==> src/rtl/breakout_pkg.sv <==
// Shared types and constants for the breakout hit arbiter: FSM state encoding,
// {U,D,L,R} bit positions, default geometry and the per-axis direction resolver.
package breakout_pkg;

    typedef enum logic [1:0] {
        IDLE     = 2'd0,
        GRANT    = 2'd1,
        OFFER    = 2'd2,
        COOLDOWN = 2'd3
    } state_t;

    localparam int DIR_U = 3;
    localparam int DIR_D = 2;
    localparam int DIR_L = 1;
    localparam int DIR_R = 0;

    localparam int NCOL_DEF           = 8;
    localparam int BLOCKS_PER_COL_DEF = 8;

    // Collapse accumulated hits to one direction per axis: U beats D, L beats R.
    function automatic logic [3:0] resolve_dir(input logic [3:0] d);
        logic [3:0] r;
        r = d;
        if (d[DIR_U]) r[DIR_D] = 1'b0;
        if (d[DIR_L]) r[DIR_R] = 1'b0;
        return r;
    endfunction

endpackage

==> src/rtl/breakout_rr_pick.sv <==
// Winner selection over the pending-column vector. BREAKOUT_HIT_RR_EN selects a
// round-robin search starting at rr_ptr; otherwise the lowest pending index wins.
module breakout_rr_pick
    import breakout_pkg::*;
#(
    parameter int NCOL  = NCOL_DEF,
    parameter int PTR_W = (NCOL > 1) ? $clog2(NCOL) : 1
) (
    input  logic [NCOL-1:0]  pend,
    input  logic [PTR_W-1:0] rr_ptr,
    output logic [PTR_W-1:0] winner,
    output logic             any
);

    assign any = |pend;

`ifdef BREAKOUT_HIT_RR_EN
    // Walk offsets from the far end so the smallest offset from rr_ptr is written last.
    always_comb begin
        int               idx;
        logic [PTR_W-1:0] idx_p;
        winner = '0;
        idx    = 0;
        idx_p  = '0;
        for (int k = NCOL - 1; k >= 0; k--) begin
            idx = int'(rr_ptr) + k;
            if (idx >= NCOL) idx = idx - NCOL;
            idx_p = PTR_W'(idx);
            if (pend[idx_p]) winner = idx_p;
        end
    end
`else
    always_comb begin
        logic [PTR_W-1:0] idx_p;
        winner = '0;
        idx_p  = '0;
        for (int k = NCOL - 1; k >= 0; k--) begin
            idx_p = PTR_W'(k);
            if (pend[idx_p]) winner = idx_p;
        end
    end

    logic unused_rr_ptr;
    assign unused_rr_ptr = ^rr_ptr;
`endif

endmodule

==> src/rtl/breakout_hit_arbiter.sv <==
// Latches per-column bounce pulses, grants one column per event, offers the direction
// over valid/ack, then waits out a frame cooldown. Grant policy: BREAKOUT_HIT_RR_EN.
module breakout_hit_arbiter
    import breakout_pkg::*;
#(
    parameter int NCOL            = NCOL_DEF,
    parameter int CNT_W           = 5,
    parameter int BLOCKS_PER_COL  = BLOCKS_PER_COL_DEF,
    parameter int SCORE_W         = 10,
    parameter int COOLDOWN_FRAMES = 2
) (
    input  logic                     clk,
    input  logic                     reset,
    input  logic                     frame_tick,
    input  logic [4*NCOL-1:0]        col_dir,
    input  logic [CNT_W*NCOL-1:0]    col_count,
    input  logic                     ball_ack,
    output logic                     redir_valid,
    output logic [3:0]               redir_dir,
    output logic [$clog2(NCOL)-1:0]  redir_col,
    output logic [SCORE_W-1:0]       score,
    output logic                     board_clear,
    output logic                     busy
);

    localparam int PTR_W = $clog2(NCOL);
    localparam int CD_W  = (COOLDOWN_FRAMES > 0) ? $clog2(COOLDOWN_FRAMES + 1) : 1;

    state_t             state_reg, state_next;
    logic [NCOL-1:0]    pend_vec;
    logic [4*NCOL-1:0]  dir_lat_flat;
    logic [PTR_W-1:0]   rr_ptr_reg;
    logic [CD_W-1:0]    cd_cnt_reg;
    logic [PTR_W-1:0]   redir_col_reg;
    logic [3:0]         redir_dir_reg;
    logic [SCORE_W-1:0] score_reg, sum_next;
    logic               board_clear_reg;
    logic [PTR_W-1:0]   win_idx;
    logic               win_any;
    logic [3:0]         win_dir;
    logic               cap_en, ack_fire;

    assign cap_en   = (state_reg != COOLDOWN);
    assign ack_fire = (state_reg == OFFER) && ball_ack;

    // An ack wipes every column, so hits arriving in the ack cycle are dropped too.
    for (genvar gi = 0; gi < NCOL; gi++) begin : g_col
        logic       pend_reg;
        logic [3:0] dir_lat_reg;
        always_ff @(posedge clk or posedge reset) begin
            if (reset) begin
                pend_reg    <= 1'b0;
                dir_lat_reg <= 4'b0;
            end else if (ack_fire) begin
                pend_reg    <= 1'b0;
                dir_lat_reg <= 4'b0;
            end else if (cap_en && (col_dir[4*gi +: 4] != 4'b0)) begin
                pend_reg    <= 1'b1;
                dir_lat_reg <= dir_lat_reg | col_dir[4*gi +: 4];
            end
        end
        assign pend_vec[gi]            = pend_reg;
        assign dir_lat_flat[4*gi +: 4] = dir_lat_reg;
    end

    breakout_rr_pick #(.NCOL(NCOL), .PTR_W(PTR_W)) u_pick (
        .pend   (pend_vec),
        .rr_ptr (rr_ptr_reg),
        .winner (win_idx),
        .any    (win_any)
    );

    assign win_dir = dir_lat_flat[{win_idx, 2'b00} +: 4];

    // IDLE also looks at the live inputs so a fresh hit reaches GRANT one cycle sooner.
    always_comb begin
        state_next = state_reg;
        unique case (state_reg)
            IDLE:     if (pend_vec != '0 || col_dir != '0) state_next = GRANT;
            GRANT:    state_next = win_any ? OFFER : IDLE;
            OFFER:    if (ball_ack) state_next = (COOLDOWN_FRAMES == 0) ? IDLE : COOLDOWN;
            COOLDOWN: if (frame_tick && cd_cnt_reg == CD_W'(COOLDOWN_FRAMES - 1))
                          state_next = IDLE;
            default:  state_next = IDLE;
        endcase
    end

    always_ff @(posedge clk or posedge reset) begin
        if (reset) state_reg <= IDLE;
        else       state_reg <= state_next;
    end

    always_comb begin
        sum_next = '0;
        for (int c = 0; c < NCOL; c++)
            sum_next = sum_next + SCORE_W'(col_count[CNT_W*c +: CNT_W]);
    end

    always_ff @(posedge clk or posedge reset) begin
        if (reset) begin
            rr_ptr_reg      <= '0;
            cd_cnt_reg      <= '0;
            redir_col_reg   <= '0;
            redir_dir_reg   <= 4'b0;
            score_reg       <= '0;
            board_clear_reg <= 1'b0;
        end else begin
            if (state_reg == GRANT) begin
                redir_col_reg <= win_idx;
                redir_dir_reg <= resolve_dir(win_dir);
            end
            if (ack_fire) begin
                rr_ptr_reg <= (redir_col_reg == PTR_W'(NCOL - 1)) ? '0 : redir_col_reg + 1'b1;
                cd_cnt_reg <= '0;
            end else if (state_reg == COOLDOWN && frame_tick) begin
                cd_cnt_reg <= cd_cnt_reg + 1'b1;
            end
            score_reg       <= sum_next;
            board_clear_reg <= (score_reg == SCORE_W'(NCOL * BLOCKS_PER_COL));
        end
    end

    assign redir_valid = (state_reg == OFFER);
    assign redir_dir   = redir_dir_reg;
    assign redir_col   = redir_col_reg;
    assign score       = score_reg;
    assign board_clear = board_clear_reg;
    assign busy        = (state_reg != IDLE);

endmodule

==> config.mk <==
export PLATFORM = sky130hd
export DESIGN_NAME = breakout_hit_arbiter
export DESIGN_NICKNAME = d
export VERILOG_FILES = /design/src/rtl/breakout_pkg.sv /design/src/rtl/breakout_rr_pick.sv /design/src/rtl/breakout_hit_arbiter.sv
export SDC_FILE = /design/constraint.sdc
export NUM_CORES = 1
export LEC_CHECK = 0
export CAP_MARGIN = 20
export CORE_ASPECT_RATIO = 0.7
export CORE_MARGIN = 4
export CORE_UTILIZATION = 46
export CTS_BUF_LIST = sky130_fd_sc_hd__clkbuf_2
export DETAILED_ROUTE_END_ITERATION = 6
export PLACE_DENSITY = 0.87
export SLEW_MARGIN = 30
export SYNTH_ARGS = -nofsm -noshare
export SYNTH_HDL_FRONTEND = slang
export SYNTH_SLANG_ARGS = --single-unit
export TNS_END_PERCENT = 50
==> constraint.sdc <==
create_clock -name clk -period 1.96 [get_ports clk]
set_input_delay 0.392 -clock clk [delete_from_list [all_inputs] [get_ports clk]]
set_output_delay 0.392 -clock clk [all_outputs]
set_load 0.01 [all_outputs]
# Word level (Yosys, flattened, before mapping)
# Index checks and enable logic that the tools add are counted.
[totals] register_bits=62 elab_cells=132 in_bits=76 output_inout_bits=20
[classes] eq_ne=9 shifts=1 add_sub_neg=8 muxes=49 bitwise=8 reduce_logical=35
[op_table] cell="$mux W4" n=16
[op_table] cell="$or A4 B4 Y4" n=8
[op_table] cell="$reduce_bool A32 Y1" n=1
[op_table] cell="$reduce_bool A4 Y1" n=8
[op_table] cell="$shiftx A32 B6 Y4" n=1
[op_table] cell="$mux W3" n=8
[op_table] cell="$add A10 B5 Y10" n=2
[op_table] cell="$reduce_bool A2 Y1" n=10
[op_table] cell="$mux W1" n=18
[op_table] cell="$mux W2" n=6
[op_table] cell="$logic_and A1 B1 Y1" n=11
[op_table] cell="$add A9 B5 Y10" n=1
[op_table] cell="$eq A10 B7 Y1 const B" n=1
[op_table] cell="$add A8 B5 Y9" n=1
[op_table] cell="$add A7 B5 Y8" n=1
[op_table] cell="$ne A2 B2 Y1 const B" n=4
[op_table] cell="$pmux W2 S4" n=1
[op_table] cell="$reduce_bool A8 Y1" n=1
[op_table] cell="$reduce_or A8 Y1" n=1
[op_table] cell="$add A6 B5 Y7" n=1
[op_table] cell="$add A5 B5 Y6" n=1
[op_table] cell="$eq A2 B1 Y1 const B" n=2
[op_table] cell="$eq A2 B2 Y1 const B" n=2
[op_table] cell="$reduce_and A3 Y1" n=1
[op_table] cell="other kinds (3)" n=3

# Depth between registers and ports, before layout
# Gate-level depths: netlist of run 1.
[depth] word_depth=10 ltp_mapped=14 mapped_depth_nobuf=14

# Modules after synthesis
# A second synthesis of run 1 with hierarchy kept.
[unflattened] hier_cells=360 area_unflattened_um2=3703.6
[by_module_without_submodules] mod="breakout_hit_arbiter" instances=1 cells_per_inst=347 seq_area_each_um2=1576.5 area_each_um2=3622.2
[by_module_without_submodules] mod="breakout_rr_pick" instances=1 cells_per_inst=13 seq_area_each_um2=0.0 area_each_um2=81.3

# Worst setup path before layout of run 1
# OpenSTA, ideal clock, no wires.
[synth_timing] kind="input port to flip-flop" from="input port col_count[2]" to="register score_reg[6], in the netlist score[6]" cell_stages=13 path_slack_ps=-1812 setup_time_ps=80 n_path_buf=0 t_arrival_ps=3692 path_cell_list="inv_1 > fa_1 > inv_1 > fa_1 > fa_1 > inv_1 > fa_1 > inv_1 > ha_1 > fa_1 > a21o_1 > a21oi_1 > xnor2_1"
[synth_via] elab_chain_len=7
[synth_rtl] element="from (decl)" line="breakout_hit_arbiter.sv:16" rtl="input logic [CNT_W*NCOL-1:0] col_count,"
[synth_rtl] element="$add A5 B5 Y6" line="breakout_hit_arbiter.sv:96" rtl="sum_next = sum_next + SCORE_W'(col_count[CNT_W*c +: CNT_W]);"
[synth_rtl] element="$add A6 B5 Y7" line="breakout_hit_arbiter.sv:96"
[synth_rtl] element="$add A7 B5 Y8" line="breakout_hit_arbiter.sv:96"
[synth_rtl] element="$add A8 B5 Y9" line="breakout_hit_arbiter.sv:96"
[synth_rtl] element="$add A9 B5 Y10" line="breakout_hit_arbiter.sv:96"
[synth_rtl] element="$add A10 B5 Y10 (2 in series)" line="breakout_hit_arbiter.sv:96"
[synth_rtl] element="named net sum_next[6]" line="breakout_hit_arbiter.sv:36" rtl="logic [SCORE_W-1:0] score_reg, sum_next;"
[synth_rtl] element="to (signal assigned)" line="breakout_hit_arbiter.sv:118" rtl="score_reg <= sum_next;"
[synth_rtl] element="to (decl)" line="breakout_hit_arbiter.sv:36"
# The timed path passes the listed nets, and every way through them passes these cells.
# A chain may end at the register's enable or synchronous reset.

# Worst setup path after layout of run 1
[layout_timing] from="input port col_count[22]" to="register score_reg[6], in the netlist score[6]"
[layout_via] elab_chain_len=4
[layout_rtl] element="$add A8 B5 Y9" line="breakout_hit_arbiter.sv:96"
[layout_rtl] element="$add A9 B5 Y10" line="breakout_hit_arbiter.sv:96"
[layout_rtl] element="$add A10 B5 Y10 (2 in series)" line="breakout_hit_arbiter.sv:96"
[layout_rtl] element="named net sum_next[6]" line="breakout_hit_arbiter.sv:36"
# The timed path passes the listed nets, and every way through them passes these cells.

==> qor.txt, run 1 <==
OUTCOME
-----------------------------------------------------------------------------------------
Result of the run                                                            complete, but fails checks
Violated checks                                                              negative setup slack

ROUTE
-----------------------------------------------------------------------------------------
Total via count in the routed design                                                3,131
Aggregate routed wire length                                                    10,040 um
Average detailed-routed wire length per instance                                 16.96 um
First-iteration detailed-routing DRC count                                            138
Routed Antenna Nets                                                                     0
Detailed Routing Iterations Pass 1                                                      4
Post-route DRC                                                                          0
Via-to-Cell Ratio                                                                   5.289

LOGIC SYNTHESIS
-----------------------------------------------------------------------------------------
Total of warnings raised by yosys                                                       0
Synthesized instance count                                                            373
Mean Syn Cell Area                                                              9.704 um2
Post-synth design cell area                                                  0.003620 mm2
Number of enable flip-flop cells after synthesis                                        0
Proportion of register bits with asynchronous set or reset after synthesis         100.0%
Number of unique standard cell types used by synthesis                                 44
FF+latch count, synth                                                                  60
Proportion of synthesized chip area in sequential cells                            41.48%
Commonest register cell after synthesis                                      sky130_fd_sc_hd__dfrtp_1

PLACED DESIGN
-----------------------------------------------------------------------------------------
Final Wtd Congestion                                                               0.9162
Cell total after placement                                                            575
Worst setup timing slack at the placement stage                                 -2.288 ns
Count of buffers from port buffering                                                   93
Placement-stage cell area                                                    0.004858 mm2
Dpl hpwl                                                                          7949 um

LAYOUT
-----------------------------------------------------------------------------------------
P&R area growth vs syn                                                             38.58%
Ratio of cells with drive above 1 in the final layout                              21.66%
Area of all placed cells without fillers                                     0.005016 mm2
Antenna diode count                                                                     0
Count of nets after finishing                                                         604
Largest register FFs                                                                   32
Final cell count without fillers                                                      592

STA
-----------------------------------------------------------------------------------------
Worst-case hold slack                                                           0.2736 ns
Min setup slack post-route                                                      -1.223 ns
Worst-case headroom to the max-slew limit                                          62.89%
Hold violation total from the final report                                              0
Achievable Freq                                                                0.3142 GHz
Period utilisation layout                                                          162.4%
Total count of max-transition violations in the final report                            0
Measured slew at the worst slew-check pin                                       0.5516 ns
RSZ-0062 raised after global routing                                                  yes
Clock skew after layout                                                        0.02153 ns
Count of final setup violators                                                          9
Final critical delay including setup and external delays                         3.183 ns

WORST HOLD PATH
-----------------------------------------------------------------------------------------
HP Class                                                                      in -> async

DIE
-----------------------------------------------------------------------------------------
Die boundary height                                                              82.22 um
Core ar.                                                                     0.007482 mm2
Effective utilization at floorplan                                                 48.38%
Area enclosed by the die boundary                                            0.009375 mm2
I/O pin count                                                                          96
Count of standard-cell rows                                                            26
Width of the die                                                                 114.0 um

SETUP PATH
-----------------------------------------------------------------------------------------
Crit-path max FO                                                                        2
Worst Path Class, Setup                                                         in -> reg
Type of origin of the critical path                                            input port
Reg2reg setup slack                                                              -0.10 ns
Launch point of the worst path                                               col_count[22]
Capturing point of the worst reg2reg path                                    redir_dir[2]
Setup crit end kind                                                                  flop
Worst EP required                                                                 2.36 ns
Arrival time reported for the critical path endpoint                              3.59 ns
FF-to-FF path depth                                                                     6
RR Startpoint                                                                g_col[5].pend_reg

RUN
-----------------------------------------------------------------------------------------
Maximum Capacitance Violations                                                          0

CLOCK TREE
-----------------------------------------------------------------------------------------
Clock buffer count from CTS                                                             9
CTS clock-pin slew for the worst setup and hold paths                             0.17 ns
Clock Latency Late Sink                                                           0.47 ns
Total of hold buffers inserted after clock tree synthesis                               0
Clock sink count                                                                       60
Max H-tree Level                                                                        3
Buffers from clock root to sink, at most                                                2
TritonCTS clock tree                                                                 done
Clock Tree Root                                                              sky130_fd_sc_hd__clkbuf_2

GLOBAL ROUTING
-----------------------------------------------------------------------------------------
Number of antenna violations at the first check in global routing                       0
Grt total ovfl                                                                          0
Maximum number of pins on one net before global-route repair                           61
First-pass GRT wire length                                                      16,080 um
Number of global-route vias before repair                                           3,282
GRT Resource Usage Total                                                           22.58%

POWER AND IR DROP
-----------------------------------------------------------------------------------------
Worst IR drop on VDD                                                            0.6382 mV
Cell area power density                                                       1430 mW/mm2
Total leakage power                                                              2.385 nW

==> cell type report <==
cell class                 count  area (um2)
sequential                    60        1504
clock buffer                  11       55.05
clock inverter                 4       17.52
timing repair buffer         120        1137
multi-input combinational    239        1939
tap                           98       122.6
fill                         589        2466
inverter                      60       240.2
==> cells in the final DEF, fill, tap and decap left out, types with 3 or more instances in the layout <==
master / count
sky130_fd_sc_hd__inv_1: 37
sky130_fd_sc_hd__dlymetal6s2s_1: 6
sky130_fd_sc_hd__buf_6: 6
sky130_fd_sc_hd__nor4_1: 10
sky130_fd_sc_hd__mux2i_1: 5
sky130_fd_sc_hd__clkbuf_2: 16
sky130_fd_sc_hd__or3_1: 3
sky130_fd_sc_hd__dfrtp_1: 58
sky130_fd_sc_hd__nor3_1: 6
sky130_fd_sc_hd__a21oi_1: 43
sky130_fd_sc_hd__inv_2: 21
sky130_fd_sc_hd__nand3_1: 5
sky130_fd_sc_hd__buf_2: 7
sky130_fd_sc_hd__nor2b_1: 4
sky130_fd_sc_hd__nor2_1: 50
sky130_fd_sc_hd__ha_1: 6
sky130_fd_sc_hd__fa_1: 22
sky130_fd_sc_hd__ha_4: 3
sky130_fd_sc_hd__fa_2: 7
sky130_fd_sc_hd__buf_12: 3
sky130_fd_sc_hd__or4_1: 3
sky130_fd_sc_hd__o22ai_1: 4
sky130_fd_sc_hd__clkdlybuf4s50_1: 64
sky130_fd_sc_hd__a2bb2oi_1: 4
sky130_fd_sc_hd__o21ai_0: 12
sky130_fd_sc_hd__dlygate4sd2_1: 3
sky130_fd_sc_hd__and2_1: 3
sky130_fd_sc_hd__nand2_1: 11
sky130_fd_sc_hd__buf_4: 23
==> worst max-delay path by stage <==
stage	depth (start not counted)	end	slack, ns
finish	14	score[6]	-1.22
floorplan	13	score[6]	-1.53
global placement	14	score[6]	-2.17
CTS	14	score[6]	-1.31
global route	14	score[6]	-1.28
detailed placement	15	score[7]	-2.29
==> kinds of logic (layout without fill, tap and decap cells) <==
kind of cell,Yosys count,in the layout,synth area share [%]
xor gates and xnor gates,4,4,0.9680
AOI/OAI and AO/OA,80,80,12.76
DFF,60,60,41.48
and+or+nand+nor,107,107,15.07
muxes,8,8,2.212
adders and majority gates,38,38,19.15
other,1,2,0.1036
buffers and inverters,75,195,8.261
==> report_power, final <==
group / switching, W / internal [W]
clock network: 0.000428 / 0.000159
registers: 0.000529 / 0.00186
logic: 0.00209 / 0.00211
==> worst max-delay path: stages <==
cell	delay, ns
sky130_fd_sc_hd__buf_6	0.07
sky130_fd_sc_hd__inv_2	0.03
sky130_fd_sc_hd__fa_1	0.54
sky130_fd_sc_hd__inv_2	0.05
sky130_fd_sc_hd__fa_2	0.47
sky130_fd_sc_hd__fa_1	0.49
sky130_fd_sc_hd__inv_1	0.05
sky130_fd_sc_hd__fa_1	0.50
sky130_fd_sc_hd__inv_2	0.05
sky130_fd_sc_hd__ha_4	0.16
sky130_fd_sc_hd__fa_2	0.36
sky130_fd_sc_hd__a21o_1	0.17
sky130_fd_sc_hd__a21oi_2	0.12
sky130_fd_sc_hd__xnor2_1	0.13
==> routing by layer <==
layer / up-vias / routed length [um] / global-route usage [%]
li1: 1457 / - / -
met1: 1518 / 4004 / 29.50
met2: 138 / 4865 / 36.86
met3: 18 / 970 / 5.754
met4: 0 / 200 / 8.422
met5: - / 0 / 0
==> synthesized netlist by cell type (all sizes together) (4+ instances only) <==
cell	n	area (um2)
clkbuf	8	30.03
nand2	11	41.29
nor4	11	75.07
fa	29	580.6
mux2i	8	80.08
nor2b	5	31.28
dfrtp	60	1501
nor2	52	210.2
ha	9	112.6
nor3	6	30.03
o22ai	4	25.02
buf	7	43.79
inv	60	225.2
a21oi	46	234.0
a2bb2oi	4	35.03
nand3	5	25.02
o21ai	14	70.07
==> what timing repair did <==
item	in CTS	in global routing
buffers inserted	1	3
gates resized for setup	84	37
pin swaps	29	29
endpoints found under the hold margin	0	0
setup endpoints to repair	12	12
==> metrics by stage <==
| step | total power (W) | TNS, ns | util, % |
|---|---|---|---|
| after global routing | 0.007802 | -7.495 | 67.04 |
| after floorplan | 0.004496 | -8.570 | - |
| after CTS | 0.007061 | -7.035 | 66.62 |
| after global placement | 0.005890 | -13.36 | 64.93 |
| final | 0.007171 | -6.932 | 67.04 |
| after detailed placement | 0.006100 | -14.03 | 64.93 |
Power figures use the tool's default switching activity.
==> run 2, diff against run 1 <==
--- a/config.mk
+++ b/config.mk
@@ -7,7 +7,7 @@
 export LEC_CHECK = 0
 export CAP_MARGIN = 20
 export CORE_ASPECT_RATIO = 0.7
-export CORE_MARGIN = 4
+export CORE_MARGIN = 5
 export CORE_UTILIZATION = 46
 export CTS_BUF_LIST = sky130_fd_sc_hd__clkbuf_2
 export DETAILED_ROUTE_END_ITERATION = 6
==> run 2 against run 1 <==
The flow finishes with violations (design-rule violations, negative setup slack); die area rose by 4.2%; utilization is 2.2 points lower; power up 1.2%; combinational power barely moved; global-route usage down 1.3 points; routed wire length grew 0.49%; sequential cell count unchanged; non-clock buffer count unchanged; largest cell class unchanged; clock skew down 0.0045 ns; critical path type unchanged; count of clock-buffer cells in the layout increased by 3; via count up 0.13%; sequential share of layout area fell by 0.14 points.
==> qor.txt, run 2 (same netlist as run 1, synthesis figures left out) <==
DIE
--------------------------------------------------------------------------------
I/O pin count                                                                 96
Width of the die                                                        116.0 um
Die boundary height                                                     84.22 um
Effective utilization at floorplan                                        46.59%
Core ar.                                                            0.007770 mm2
Area enclosed by the die boundary                                   0.009772 mm2
Count of standard-cell rows                                                   27

SETUP PATH
--------------------------------------------------------------------------------
Reg2reg setup slack                                                     -0.23 ns
Setup crit end kind                                                         flop
Arrival time reported for the critical path endpoint                     3.65 ns
Worst Path Class, Setup                                                in -> reg
RR Startpoint                                                       g_col[5].pend_reg
Capturing point of the worst reg2reg path                           redir_dir[2]
Launch point of the worst path                                      col_count[17]
Type of origin of the critical path                                   input port
FF-to-FF path depth                                                            6
Worst EP required                                                        2.38 ns
Crit-path max FO                                                               2

GLOBAL ROUTING
--------------------------------------------------------------------------------
Met3 global-route usage                                                   5.980%
Met2 routing resource usage after global routing                          33.79%
Number of antenna violations at the first check in global routing              0
Maximum number of pins on one net before global-route repair                  47
GRT Resource Usage Total                                                  21.26%
First-pass GRT wire length                                             15,990 um
Most used routing layer                                                     met2
Met1 usage                                                                27.95%
Number of global-route vias before repair                                  3,253
Grt total ovfl                                                                 0

STA
--------------------------------------------------------------------------------
Clock skew after layout                                               0.01704 ns
Period utilisation layout                                                 164.6%
Achievable Freq                                                       0.3100 GHz
Hold violation total from the final report                                     0
Min setup slack post-route                                             -1.266 ns
Total count of max-transition violations in the final report                   0
Final critical delay including setup and external delays                3.226 ns
RSZ-0062 raised after global routing                                         yes
Count of final setup violators                                                 9

LAYOUT
--------------------------------------------------------------------------------
Largest register FFs                                                          32
P&R area growth vs syn                                                    39.13%
Multi-input logic area                                              0.001918 mm2
Most common cell after layout, fill and taps aside                  sky130_fd_sc_hd__clkdlybuf4s50_1
Count of nets after finishing                                                604
Antenna diode count                                                            0
Final cell count without fillers                                             596
Ratio of cells with drive above 1 in the final layout                     20.20%
Fill cell count                                                              640
Footprint of the flip-flops and latches                             0.001503 mm2
Most frequent cells in the layout                                   sky130_fd_sc_hd__clkdlybuf4s50_1, sky130_fd_sc_hd__dfrtp_1, sky130_fd_sc_hd__nor2_1, sky130_fd_sc_hd__a21oi_1, sky130_fd_sc_hd__inv_1

OUTCOME
--------------------------------------------------------------------------------
Violated checks                                                     design-rule violations, negative setup slack
Result of the run                                                   complete, but fails checks

ROUTE
--------------------------------------------------------------------------------
Routed Antenna Nets                                                            0
First-iteration detailed-routing DRC count                                   287
Average detailed-routed wire length per instance                        16.93 um
Via-to-Cell Ratio                                                          5.260
Total via count in the routed design                                       3,135
Detailed Routing Iterations Pass 1                                             7
Post-route DRC                                                                 1
Aggregate routed wire length                                           10,090 um

CLOCK TREE
--------------------------------------------------------------------------------
Max H-tree Level                                                               3
Clock buffer count from CTS                                                    9
CTS clock-pin slew for the worst setup and hold paths                    0.16 ns
TritonCTS clock tree                                                        done
Clock Latency Late Sink                                                  0.49 ns
Clock Tree Root                                                     sky130_fd_sc_hd__clkbuf_2
Total of hold buffers inserted after clock tree synthesis                      0
Buffers from clock root to sink, at most                                       2
Clock sink count                                                              60

PLACED DESIGN
--------------------------------------------------------------------------------
Dpl hpwl                                                                 8062 um
Cell total after placement                                                   579
Count of buffers from port buffering                                          93
Final Wtd Congestion                                                      0.9189

RUN
--------------------------------------------------------------------------------
Maximum Capacitance Violations                                                 0

WORST HOLD PATH
--------------------------------------------------------------------------------
HP Class                                                             in -> async

POWER AND IR DROP
--------------------------------------------------------------------------------
Total leakage power                                                     2.411 nW
Cell area power density                                              1440 mW/mm2
Post-layout power                                                     0.007254 W
Worst IR drop on VDD                                                   0.6525 mV

[run 2: changes by cell type in the layout (fill, tap and decap cells not counted), sizes merged]
cell           previous run  this run
clkinv                    4         1
clkbuf                   16        18
clkdlybuf4s50            64        66
buf                      40        39
bufinv                    0         1
clkdlybuf4s15             2         3
dlymetal6s2s              6         5
[run 2: worst max-delay path, cell delays in order]
cell                      delay, ns
sky130_fd_sc_hd__buf_6         0.07
sky130_fd_sc_hd__inv_2         0.03
sky130_fd_sc_hd__fa_1          0.54
sky130_fd_sc_hd__inv_2         0.05
sky130_fd_sc_hd__fa_1          0.49
sky130_fd_sc_hd__fa_1          0.50
sky130_fd_sc_hd__inv_2         0.04
sky130_fd_sc_hd__fa_1          0.50
sky130_fd_sc_hd__inv_2         0.05
sky130_fd_sc_hd__ha_4          0.16
sky130_fd_sc_hd__fa_2          0.37
sky130_fd_sc_hd__a21o_1        0.19
sky130_fd_sc_hd__a21oi_2       0.14
sky130_fd_sc_hd__xnor2_1       0.14
[run 2: through the flow]
step           cell area (um2)  setup slack (ns)  util, %  hold slack [ns]  setup TNS (ns)
2_1_floorplan             3654            -1.532        -           0.4562          -8.570
3_3_place_gp              4870            -2.168    62.67           0.4731          -13.46
3_5_place_dp              4870            -2.294    62.67           0.4767          -14.23
4_1_cts                   5014            -1.334    64.53           0.1407          -7.326
5_1_grt                   5036            -1.304    64.81           0.1344          -7.164
6_report                  5036            -1.266    64.81           0.1580          -6.998
[run 2: power by group]
part / leakage, nW / internal, W / switching (W) / total [W]
clock network: 0.0762 / 0.000321 / 0.000420 / 0.000740
logic: 1.63 / 0.00202 / 0.00216 / 0.00418
registers: 0.704 / 0.00186 / 0.000470 / 0.00233
[run 2: worst max-delay path by stage]
stage	endpoint	cells after the start	slack, ns
floorplan	score[6]	13	-1.53
global placement	score[6]	14	-2.17
detailed placement	score[7]	15	-2.29
CTS	score[6]	14	-1.33
global route	score[6]	14	-1.30
finish	score[6]	14	-1.27
[run 2: metal layers]
layer | share of wire [%] | routed length (um)
met1 | 40 | 3999
met2 | 49 | 4987
met5 | 0 | 0
met3 | 7.9 | 795
met4 | 3.0 | 306
[run 2: area by class of cell]
| cell class | instances | area share, % |
|---|---|---|
| Timing Repair Buffer | 120 | 22.66 |
| Clock buffer | 14 | 1.391 |
| Multi-Input combinational cell | 239 | 38.09 |
| Tap cell | 101 | 2.509 |
| Clock inverter | 2 | 0.6957 |
| Inverter | 60 | 4.820 |
| Sequential cell | 60 | 29.84 |
[run 2: what timing repair did]
item / 4_1_cts / 5_1_grt
gates resized for setup: 72 / 33
pin swaps: 27 / 29
setup endpoints to repair: 11 / 12
setup buffers: 1 / 0
